<file path="src/rtl/pipe_addsub.sv">
// Pipelined ripple-carry adder/subtractor: WIDTH bits split into STAGES slices.
// Each stage ripples one slice; carries, unconsumed operands and finished slices move forward together.
module pipe_addsub #(
  parameter int WIDTH  = 16,
  parameter int STAGES = 4
) (
  input  logic             clk,
  input  logic             reset_n,
  input  logic             in_valid,
  output logic             in_ready,
  input  logic [WIDTH-1:0] a,
  input  logic [WIDTH-1:0] b,
  input  logic             ci,
  input  logic             op,
  output logic             out_valid,
  input  logic             out_ready,
  output logic [WIDTH-1:0] s,
  output logic             co,
  output logic             ovf
);

  localparam int SW = WIDTH / STAGES;

  // b is stored already conditioned by op, so op needs no further transport.
  typedef struct packed {
    logic             vld;
    logic [WIDTH-1:0] a;
    logic [WIDTH-1:0] b;
    logic [WIDTH-1:0] s;
    logic             c;
    logic             ovf;
  } stage_t;

  stage_t stage_q [STAGES];
  stage_t stage_d [STAGES];
  logic   en;

  assign en        = !stage_q[STAGES-1].vld || out_ready;
  assign in_ready  = en;
  assign out_valid = stage_q[STAGES-1].vld;
  assign s         = stage_q[STAGES-1].s;
  assign co        = stage_q[STAGES-1].c;
  assign ovf       = stage_q[STAGES-1].ovf;

  always_comb begin : stage_comb
    stage_t src;
    stage_t nxt;
    logic   carry;
    logic   c_msb;

    src     = '0;
    src.vld = in_valid;
    src.a   = a;
    src.b   = op ? ~b : b;
    src.c   = op ? 1'b1 : ci;

    for (int k = 0; k < STAGES; k++) begin
      nxt   = src;
      carry = src.c;
      c_msb = 1'b0;
      // NOTE: blocking assignments here are intentional: carry must ripple
      // bit-to-bit within one evaluation, which only works combinationally.
      for (int i = 0; i < SW; i++) begin
        if (k * SW + i == WIDTH - 1) c_msb = carry;
        nxt.s[k*SW+i] = src.a[k*SW+i] ^ src.b[k*SW+i] ^ carry;
        carry = (src.a[k*SW+i] & src.b[k*SW+i]) |
                (carry & (src.a[k*SW+i] ^ src.b[k*SW+i]));
      end
      nxt.c   = carry;
      // Only meaningful in the last slice, where c_msb is the carry into the MSB.
      nxt.ovf = c_msb ^ carry;

      stage_d[k] = en ? nxt : stage_q[k];
      src        = stage_q[k];
    end
  end

  // NOTE: data registers are reset too (not just valids), because s/co/ovf
  // must read zero while reset is held, not whatever was in flight.
  always_ff @(posedge clk or negedge reset_n) begin
    if (!reset_n) begin
      for (int k = 0; k < STAGES; k++) stage_q[k] <= '0;
    end else begin
      for (int k = 0; k < STAGES; k++) stage_q[k] <= stage_d[k];
    end
  end

endmodule

</file>
<file path="config.mk">
export PLATFORM = sky130hd
export DESIGN_NAME = pipe_addsub
export DESIGN_NICKNAME = d
export VERILOG_FILES = /design/src/rtl/pipe_addsub.sv
export SDC_FILE = /design/constraint.sdc
export NUM_CORES = 1
export LEC_CHECK = 0
export ABC_AREA = 1
export CAP_MARGIN = 10
export CORE_UTILIZATION = 55
export CTS_BUF_LIST = sky130_fd_sc_hd__clkbuf_16
export CTS_CLUSTER_SIZE = 8
export DETAILED_ROUTE_END_ITERATION = 12
export GPL_TIMING_DRIVEN = 0
export PLACE_DENSITY = 0.88
export SYNTH_ARGS = -nofsm -noshare
export SYNTH_HDL_FRONTEND = slang
export SYNTH_SLANG_ARGS = --single-unit
</file>
<file path="constraint.sdc">
create_clock -name clk -period 2.8 [get_ports clk]
set_clock_uncertainty 0.05 [all_clocks]
set_input_delay 0.7 -clock clk [delete_from_list [all_inputs] [get_ports clk]]
set_output_delay 0.7 -clock clk [all_outputs]
set_load 0.005 [all_outputs]
</file>
## Yosys cells after proc, flatten, opt, wreduce, memory -nomap -nowiden

Index checks and enable logic that the tools add are counted.

| word-level totals | value |
|---|---|
| bits in registers | 145 |
| output and inout bits | 20 |
| word-level logic and storage cells | 105 |

| cells by class | value |
|---|---|
| multiplexer cells | 2 |
| bitwise gates (word level) | 82 |
| reductions and logical operators | 2 |

Operators with widths:

| kind | number |
|---|---|
| $xor 1x1->1 | 33 |
| $and 1x1->1 | 32 |
| $mux 16 | 1 |
| $not 16->16 | 1 |
| $or 1x1->1 | 16 |
| $logic_not 1->1 | 1 |
| $logic_or 1x1->1 | 1 |
| $mux 1 | 1 |

## Longest topological paths before layout

Gate-level depths: netlist of run 1.

| depth | value |
|---|---|
| depth in word-level cells | 11 |
| gate-level depth with buffers | 11 |
| mapped depth without buffers | 11 |

## Least setup slack after synthesis of run 1

No wires, ideal clock.

| timing path | value |
|---|---|
| path kind | input -> register |
| start | in op |
| end | reg, netlist name stage_q[158] |
| arrival | 2.791 ns |
| setup slack | -0.167 ns |
| cell stages on the path | 11 |
| buffers on the path | 2 |
| cell sequence | buf_2 > buf_2 > xor2_1 > fa_1 > inv_1 > fa_1 > fa_1 > inv_1 > fa_1 > nand2_1 > o21ai_0 |

| on the way | value |
|---|---|
| cells in the longest elaborated chain, start to end | 9 |

RTL lines:

| element | line | source |
|---|---|---|
| start, declared | 14 | `input logic op,` |
| $mux 16 | 54 | `src.b = op ? ~b : b;` |
| $xor 1x1->1 | 67 | `(carry & (src.a[k*SW+i] ^ src.b[k*SW+i]));` |
| $and 1x1->1 | 67 |  |
| $or 1x1->1 | 66 | `carry = (src.a[k*SW+i] & src.b[k*SW+i]) \|` |
| $and 1x1->1 | 67 |  |
| $or 1x1->1 | 66 |  |
| $and 1x1->1 | 67 |  |
| $or 1x1->1 | 66 |  |
| $xor 1x1->1 * | 65 | `nxt.s[k*SW+i] = src.a[k*SW+i] ^ src.b[k*SW+i] ^ carry;` |

Every way passes the cells marked *; elsewhere a longest branch is shown, timed or not.
A chain may end at the register's enable or synchronous reset.

## Worst setup path after layout of run 1

| timing path | value |
|---|---|
| start | in out_ready |
| end | out in_ready |

| on the way | value |
|---|---|
| cells in the longest elaborated chain, start to end | 1 |

RTL lines:

| element | line | source |
|---|---|---|
| start, declared | 16 | `input logic out_ready,` |
| $logic_or 1x1->1 | 38 | `assign en = !stage_q[STAGES-1].vld \|\| out_ready;` |
| end, declared | 10 | `output logic in_ready,` |

No other way between the ends.

==> out/qor.csv, run 1 <==
stage,metric,value,unit
worst_setup_path,Crit Path Max Fanout,3,
drt,Vias,3304,
power,Max rail drop VDD,0.494,mV
run,MaxCap Viol Count,0,
clock_network,CTS sink cnt,97,
synth,count of state elements after synthesis,97,
floorplanning,Die Wd,90.8,microns
timing,RSZ-0062 raised after global routing,false,
timing,Final Hold Vio Count,0,
clock_network,# hold bufs at CTS,0,
timing,post-layout min period,2.66,ns
drt,Residual DRC,2,
power,Sw Pwr,1.96,mW
worst_setup_path,flop2flop setup slack,0.43,ns
drt,Detailed Route Iter0 Violations,259,
clock_network,CTS root buffer,clkbuf_16,
drt,vias per std cell,5.06,
worst_setup_path,Critical Path End Type,primary output,
floorplanning,Die ar.,8250,sq um
worst_setup_path,startpoint type of the worst setup path,primary input,
floorplanning,FP Rows,32,
drt,DRT Pass-1 Iters,9,
power,Reg power frac,0.424,
final_layout,Fillers,569,
placement,Post-DP Area,5080,sq um
timing,Slew HR,0.652,
power,Combinational Power Share,0.374,
synth,Syn. warnings,0,
clock_network,H-tree depth,3,
synth,post-synthesis cell count,478,
worst_setup_path,CP arrival,1.91,ns
synth,"Seq/Total Area, Yosys",0.559,
hold_path,worst hold path class,primary input to async pin,
global_routing,vias in the first global route,3283,
timing,setup tns final,0,ns
global_routing,initial antenna violation count,0,
timing,fin crit share,0.951,
power,clock share of power,0.202,
power,overall power,5.56,mW
clock_network,worst-skew pair later-pin latency,0.35,ns
floorplanning,Die Y,90.8,microns
final_layout,Area Overhead vs Synth,23.4,%
worst_setup_path,Required @ worst endpoint,2.05,ns
synth,Post-Synthesis Cell Area,4340,sq um
global_routing,total track usage,0.244,
timing,Final Max Slew Viols,0,
placement,hpwl dp,6.24,mm
drt,final WL,9.22,mm
synth,syn_nets,532,
worst_setup_path,CP Class,primary input to primary output,
power,Pint,3.60,mW
final_layout,"most common cell after layout, fill and taps aside",nand2_1,
global_routing,first-pass GRT wire length,15.3,mm
placement,PortBufs,56,
synth,Mapped Avg Cell Area,9.08,sq um
final_layout,final instance area,5360,sq um
final_layout,layout cells sized above 1,0.107,
placement,GPL Wtd Cong,0.851,
clock_network,CTS tree,built,
synth,Yosys cell types,16,
power,Power Dens Cells,1040,nW/um^2
timing,slew at the pin closest to its max-slew limit,0.522,ns
final_layout,Antenna Cells,0,
clock_network,CTS Buf Count,9,
global_routing,largest net degree at the start of global routing,59,
floorplanning,Core Area,7690,sq um
final_layout,"commonest cells after routing, fill and taps aside","196 x nand2_1, 97 x dfrtp_1, 56 x inv_1, 54 x clkdlybuf4s50_1, 53 x o21ai_0",
global_routing,GRT overflow,0,
floorplanning,Initial Util,0.565,
floorplanning,# IOs,58,
run_status,status,"finished, violations left",
run_status,failing checks,DRC,
clock_network,clk buf depth,2,
timing,highest achievable clock rate,0.376,GHz
drt,routed length per instance,14.1,microns
power,switching part of the total,0.353,
final_layout,fin nets,600,
timing,Final setup viols,0,
power,static leakage,2.73,nW
drt,Antenna Nets Post-Route,0,
clock_network,"Reg clk slew, reported paths",0.06,ns
## Yosys cell counts, drive strengths merged
library cell,instances,area share
buf,35,0.055
clkbuf,4,0.0035
dfrtp,97,0.56
fa,16,0.074
inv,57,0.049
nand2,197,0.17
nand3,13,0.015
nor2,1,0.0026
o21ai,53,0.061
or2,1,0.0014
xnor2,2,0.0040
xor2,2,0.0040
## per-layer routing
metal / global-route usage / up-vias / part of all wire
li1: - / 1551 / -
met5: 0 / - / 0
met1: 0.296 / 1587 / 0.40
met4: 0.102 / 0 / 0.021
met2: 0.416 / 149 / 0.51
met3: 0.0623 / 17 / 0.068
## state kept, by name (all words and copies together), names as in the netlist
signal / cells
s: 16
stage_comb.nxt: 21
out_valid: 1
ovf: 1
stage_q: 57
co: 1
## power groups by stage
stage | Sequential (mW) | Combinational, mW | Clock, mW
5_1_grt | 2.42 | 2.35 | 1.19
3_3_place_gp | 2.33 | 1.92 | 0
2_1_floorplan | 2.28 | 1.29 | 0
4_1_cts | 2.35 | 2.07 | 1.12
6_report | 2.36 | 2.08 | 1.12
3_5_place_dp | 2.36 | 2.03 | 0
## cell families (layout without fill, tap and decap cells)
family | Yosys count | count (layout) | share of synthesized area
AOI/OAI and AO/OA | 53 | 53 | 0.0611
xor gates and xnor gates | 4 | 4 | 0.00807
adders and majority gates | 16 | 16 | 0.0738
buffers and inverters | 96 | 169 | 0.108
DFF | 97 | 97 | 0.559
and+or+nand+nor | 212 | 212 | 0.190
## repair_timing
| item | in CTS | in global routing |
|---|---|---|
| buffers inserted | 0 | 1 |
| resized for setup | 2 | 0 |
| pin swaps | 1 | 1 |
| setup endpoints to repair | 2 | 1 |
| endpoints found under the hold margin | 0 | 0 |
## final timing paths
| path | from | to | depth (start not counted) |
|---|---|---|---|
| max in group asynchronous | reset_n | stage_q[192] | 2 |
| setup reg to reg | stage_q[52] | s[15] | 8 |
| hold reg to reg | s[11] | s[11] | 2 |
| min in group clk | s[11] | s[11] | 2 |
| hold / removal | reset_n | s[14] | 1 |
| setup / recovery | out_ready | in_ready | 4 |
## cell type report
cell class	instances	area [sq um]	area share
Clock inverter	7	47.5	0.00887
Multi-Input combinational cell	285	1460	0.273
Tap cell	102	128	0.0238
Sequential cell	97	2430	0.453
Buffer	38	262	0.0488
Timing Repair Buffer	58	592	0.110
Inverter	57	214	0.0399
Clock buffer	9	225	0.0420
## metrics by stage
stage           util  setup slack [ns]  hold slack (ns)  instances
2_1_floorplan      -            0.0145            0.354        478
3_3_place_gp   0.657             -2.33            0.384        636
3_5_place_dp   0.661            -0.379            0.409        637
4_1_cts        0.696            0.0236            0.292        652
5_1_grt        0.697            0.0615            0.315        653
6_report       0.697             0.138            0.283        653
## worst max-delay path: stages
cell	delay, ns
clkdlybuf4s50_1	0.53
inv_1	0.09
nand2_4	0.08
clkdlybuf4s50_1	0.50
(Power assumes the default switching activity.)
==> run 2: changes to the inputs <==
--- a/config.mk
+++ b/config.mk
@@ -12,6 +12,7 @@
 export CTS_CLUSTER_SIZE = 8
 export DETAILED_ROUTE_END_ITERATION = 12
 export GPL_TIMING_DRIVEN = 0
+export HOLD_SLACK_MARGIN = 0.02
 export PLACE_DENSITY = 0.88
 export SYNTH_ARGS = -nofsm -noshare
 export SYNTH_HDL_FRONTEND = slang
==> results of run 2 <==
The final DEF is identical to that of run 1; final timing and power are the same.
==> run 3: changes to the inputs <==
--- a/config.mk
+++ b/config.mk
@@ -11,7 +11,6 @@
 export CTS_BUF_LIST = sky130_fd_sc_hd__clkbuf_16
 export CTS_CLUSTER_SIZE = 8
 export DETAILED_ROUTE_END_ITERATION = 12
-export GPL_TIMING_DRIVEN = 0
 export HOLD_SLACK_MARGIN = 0.02
 export PLACE_DENSITY = 0.88
 export SYNTH_ARGS = -nofsm -noshare
==> run 3 against run 2 <==
The run still ends with DRC left. Core utilization shrank 2.9 points. Critical path depth grew 6. Via count shrank 9.8%. Sequential power is essentially flat. Global-route usage shrank 3.2 points. Sequential share of layout area grew 2.0 points. Worst hold slack lost 0.0025 ns. Sequential cell count is the same. Clock-buffer cell count is the same. Critical path type is now primary input to flop.
==> out/qor.csv, run 3 (same netlist as run 1, synthesis figures left out) <==
stage,metric,value,unit,change
clock_network,clk buf depth,2,,unchanged
clock_network,CTS tree,built,,
floorplanning,Die ar.,8250,sq um,unchanged
drt,DRT Pass-1 Iters,11,,+2
worst_setup_path,CP Class,primary input to flop,,
run_status,status,"finished, violations left",,
worst_setup_path,Critical Path End Type,flop,,
drt,Residual DRC,2,,unchanged
worst_setup_path,Crit Reg-Reg Endpoint,s[15],,
timing,Slew HR,0.442,,-0.211
timing,post-layout min period,2.71,ns,+0.0522 ns
final_layout,max reg flops,57,,unchanged
final_layout,Fillers,576,,+1.2%
floorplanning,Core Area,7690,sq um,unchanged
clock_network,CTS Buf Count,9,,unchanged
worst_setup_path,R2R Path Start,stage_q[52],,
clock_network,H-tree depth,3,,unchanged
global_routing,largest net degree at the start of global routing,99,,+68%
worst_setup_path,CP Depth,10,,+6
worst_setup_path,CP top delay family,adder cells,,
power,switching part of the total,0.337,,-0.0162
timing,fin crit share,0.970,,+0.0186
run,MaxCap Viol Count,0,,unchanged
final_layout,largest register by flop count,stage_q,,
drt,final WL,7.70,mm,-16%
placement,PortBufs,57,,+1.8%
power,Reg power frac,0.444,,+0.020
timing,Final setup viols,0,,unchanged
timing,WHS,0.280,ns,-0.00250 ns
global_routing,GRT overflow,0,,unchanged
clock_network,setup bufs post-CTS,0,,unchanged
final_layout,"most common cell after layout, fill and taps aside",nand2_1,,
drt,routed length per instance,12.5,microns,-12%
clock_network,# hold bufs at CTS,0,,unchanged
clock_network,CTS root buffer,clkbuf_16,,
worst_setup_path,CP arrival,2.84,ns,+0.93 ns
final_layout,layout cells sized above 1,0.0484,,-0.0586
worst_setup_path,Crit Path Max Fanout,1,,-2
power,Sw Pwr,1.77,mW,-9.8%
clock_network,worst-skew pair later-pin latency,0.33,ns,-0.02 ns
timing,highest achievable clock rate,0.368,GHz,-1.9%
drt,Detailed Route Iter0 Violations,275,,+6.2%
power,clock share of power,0.221,,+0.019
timing,Final Hold Vio Count,0,,unchanged
timing,RSZ-0062 raised after global routing,false,,
global_routing,initial antenna violation count,0,,unchanged
timing,slew at the pin closest to its max-slew limit,0.838,ns,+0.316 ns
power,static leakage,2.58,nW,-5.4%
worst_setup_path,startpoint type of the worst setup path,primary input,,
global_routing,first-pass GRT wire length,13.8,mm,-10%
worst_setup_path,CP Buf/Inv Count,3,,unchanged
placement,GPL Wtd Cong,0.728,,-14%
timing,setup tns final,0,ns,unchanged
floorplanning,FP Rows,32,,unchanged
floorplanning,Initial Util,0.565,,unchanged
drt,Antenna Nets Post-Route,0,,unchanged
power,Power Dens Cells,1020,nW/um^2,-1.4%
worst_setup_path,Required @ worst endpoint,2.93,ns,+0.88 ns
worst_setup_path,CP max stage delay,0.44,ns,-0.09 ns
worst_setup_path,flop2flop setup slack,0.50,ns,+0.07 ns
final_layout,Area Overhead vs Synth,18.3,%,
power,Combinational Power Share,0.334,,-0.040
global_routing,total track usage,0.212,,-0.0323
global_routing,vias in the first global route,2955,,-10%
placement,dpl cells,602,,-5.5%
placement,hpwl dp,5.11,mm,-18%
timing,Final Max Slew Viols,0,,unchanged
final_layout,Antenna Cells,0,,unchanged
floorplanning,# IOs,58,,unchanged
clock_network,CTS sink cnt,97,,unchanged
worst_setup_path,"critical path, cell by cell","clkdlybuf4s50_1, or2_2, fa_2, inv_1, fa_2, fa_1, inv_1, fa_1, nand2_1, o21ai_0",,
power,Max rail drop VDD,0.422,mV,-14%
drt,vias per std cell,4.82,,-4.7%
final_layout,"commonest cells after routing, fill and taps aside","196 x nand2_1, 97 x dfrtp_1, 57 x inv_1, 54 x clkdlybuf4s50_1, 53 x o21ai_0",,
hold_path,worst hold path class,primary input to async pin,,
run_status,failing checks,DRC,,
worst_setup_path,CP max stage cell,clkdlybuf4s50_1,,
clock_network,"Reg clk slew, reported paths",0.06,ns,about the same
worst_setup_path,R2R cell count,8,,unchanged
floorplanning,Die Y,90.8,microns,unchanged
final_layout,"Cell Count, Final, Fillers Out",618,,-5.4%
power,overall power,5.26,mW,-5.5%
power,Pint,3.49,mW,-3.1%
final_layout,fin util,0.668,,-0.0290
final_layout,fin nets,565,,-5.8%
drt,Vias,2981,,-9.8%
floorplanning,Die Wd,90.8,microns,unchanged
-- run 3: changes by cell type in the layout (fill, tap and decap cells not counted), moves of 2 or more --
cell,previous run,this run
clkbuf_1,4,0
buf_6,3,0
buf_4,25,3
buf_12,0,2
buf_2,8,0
clkinv_4,3,1
-- run 3: layout make-up --
class / count / area, sq um / area share
Clock inverter: 7 / 62.6 / 0.0122
Clock buffer: 9 / 225 / 0.0439
Timing Repair Buffer: 61 / 621 / 0.121
Multi-Input combinational cell: 285 / 1460 / 0.284
Inverter: 57 / 214 / 0.0417
Sequential cell: 97 / 2430 / 0.473
Tap cell: 102 / 128 / 0.0249
-- run 3: repair_timing --
action                                  CTS  global route
resized for setup                         2             0
hold endpoints to repair                  0             0
endpoints found under the setup margin    1             0
-- run 3: worst reg2reg max path, cell delays in order (launching register included) --
cell and delay (ns):
dfrtp_1 0.40, fa_1 0.43, inv_1 0.08, fa_1 0.16, inv_1 0.05, fa_1 0.40
inv_1 0.10, fa_1 0.41, o21ai_0 0.15
-- run 3: how the worst max path moves through the flow --
stage,start,to,slack (ns)
global placement,op,stage_q[158],-0.39
detailed placement,op,stage_q[158],-0.47
floorplan,op,stage_q[158],0.01
CTS,ci,stage_q[158],0.08
global route,ci,stage_q[158],0.02
finish,ci,stage_q[158],0.09
-- run 3: power by group through the flow --
stage,combinational (mW),sequential [mW],clock (mW)
final,1.76,2.34,1.16
after global routing,2.06,2.41,1.23
after detailed placement,1.73,2.36,0
after global placement,1.63,2.32,0
after floorplan,1.29,2.28,0
after CTS,1.77,2.34,1.18
-- run 3: stage by stage --
step                setup WS, ns  instance area (sq um)
finish                    0.0854                   5130
global route              0.0176                   5130
CTS                       0.0816                   5130
detailed placement        -0.470                   4850
global placement          -0.394                   4850
floorplan                 0.0145                   4370
-- run 3: layer usage --
metal / vias to the layer above / part of all wire / track usage
li1: 1485 / - / -
met5: - / 0 / 0
met1: 1395 / 0.45 / 0.284
met3: 15 / 0.040 / 0.0337
met2: 86 / 0.49 / 0.346
met4: 0 / 0.023 / 0.0913
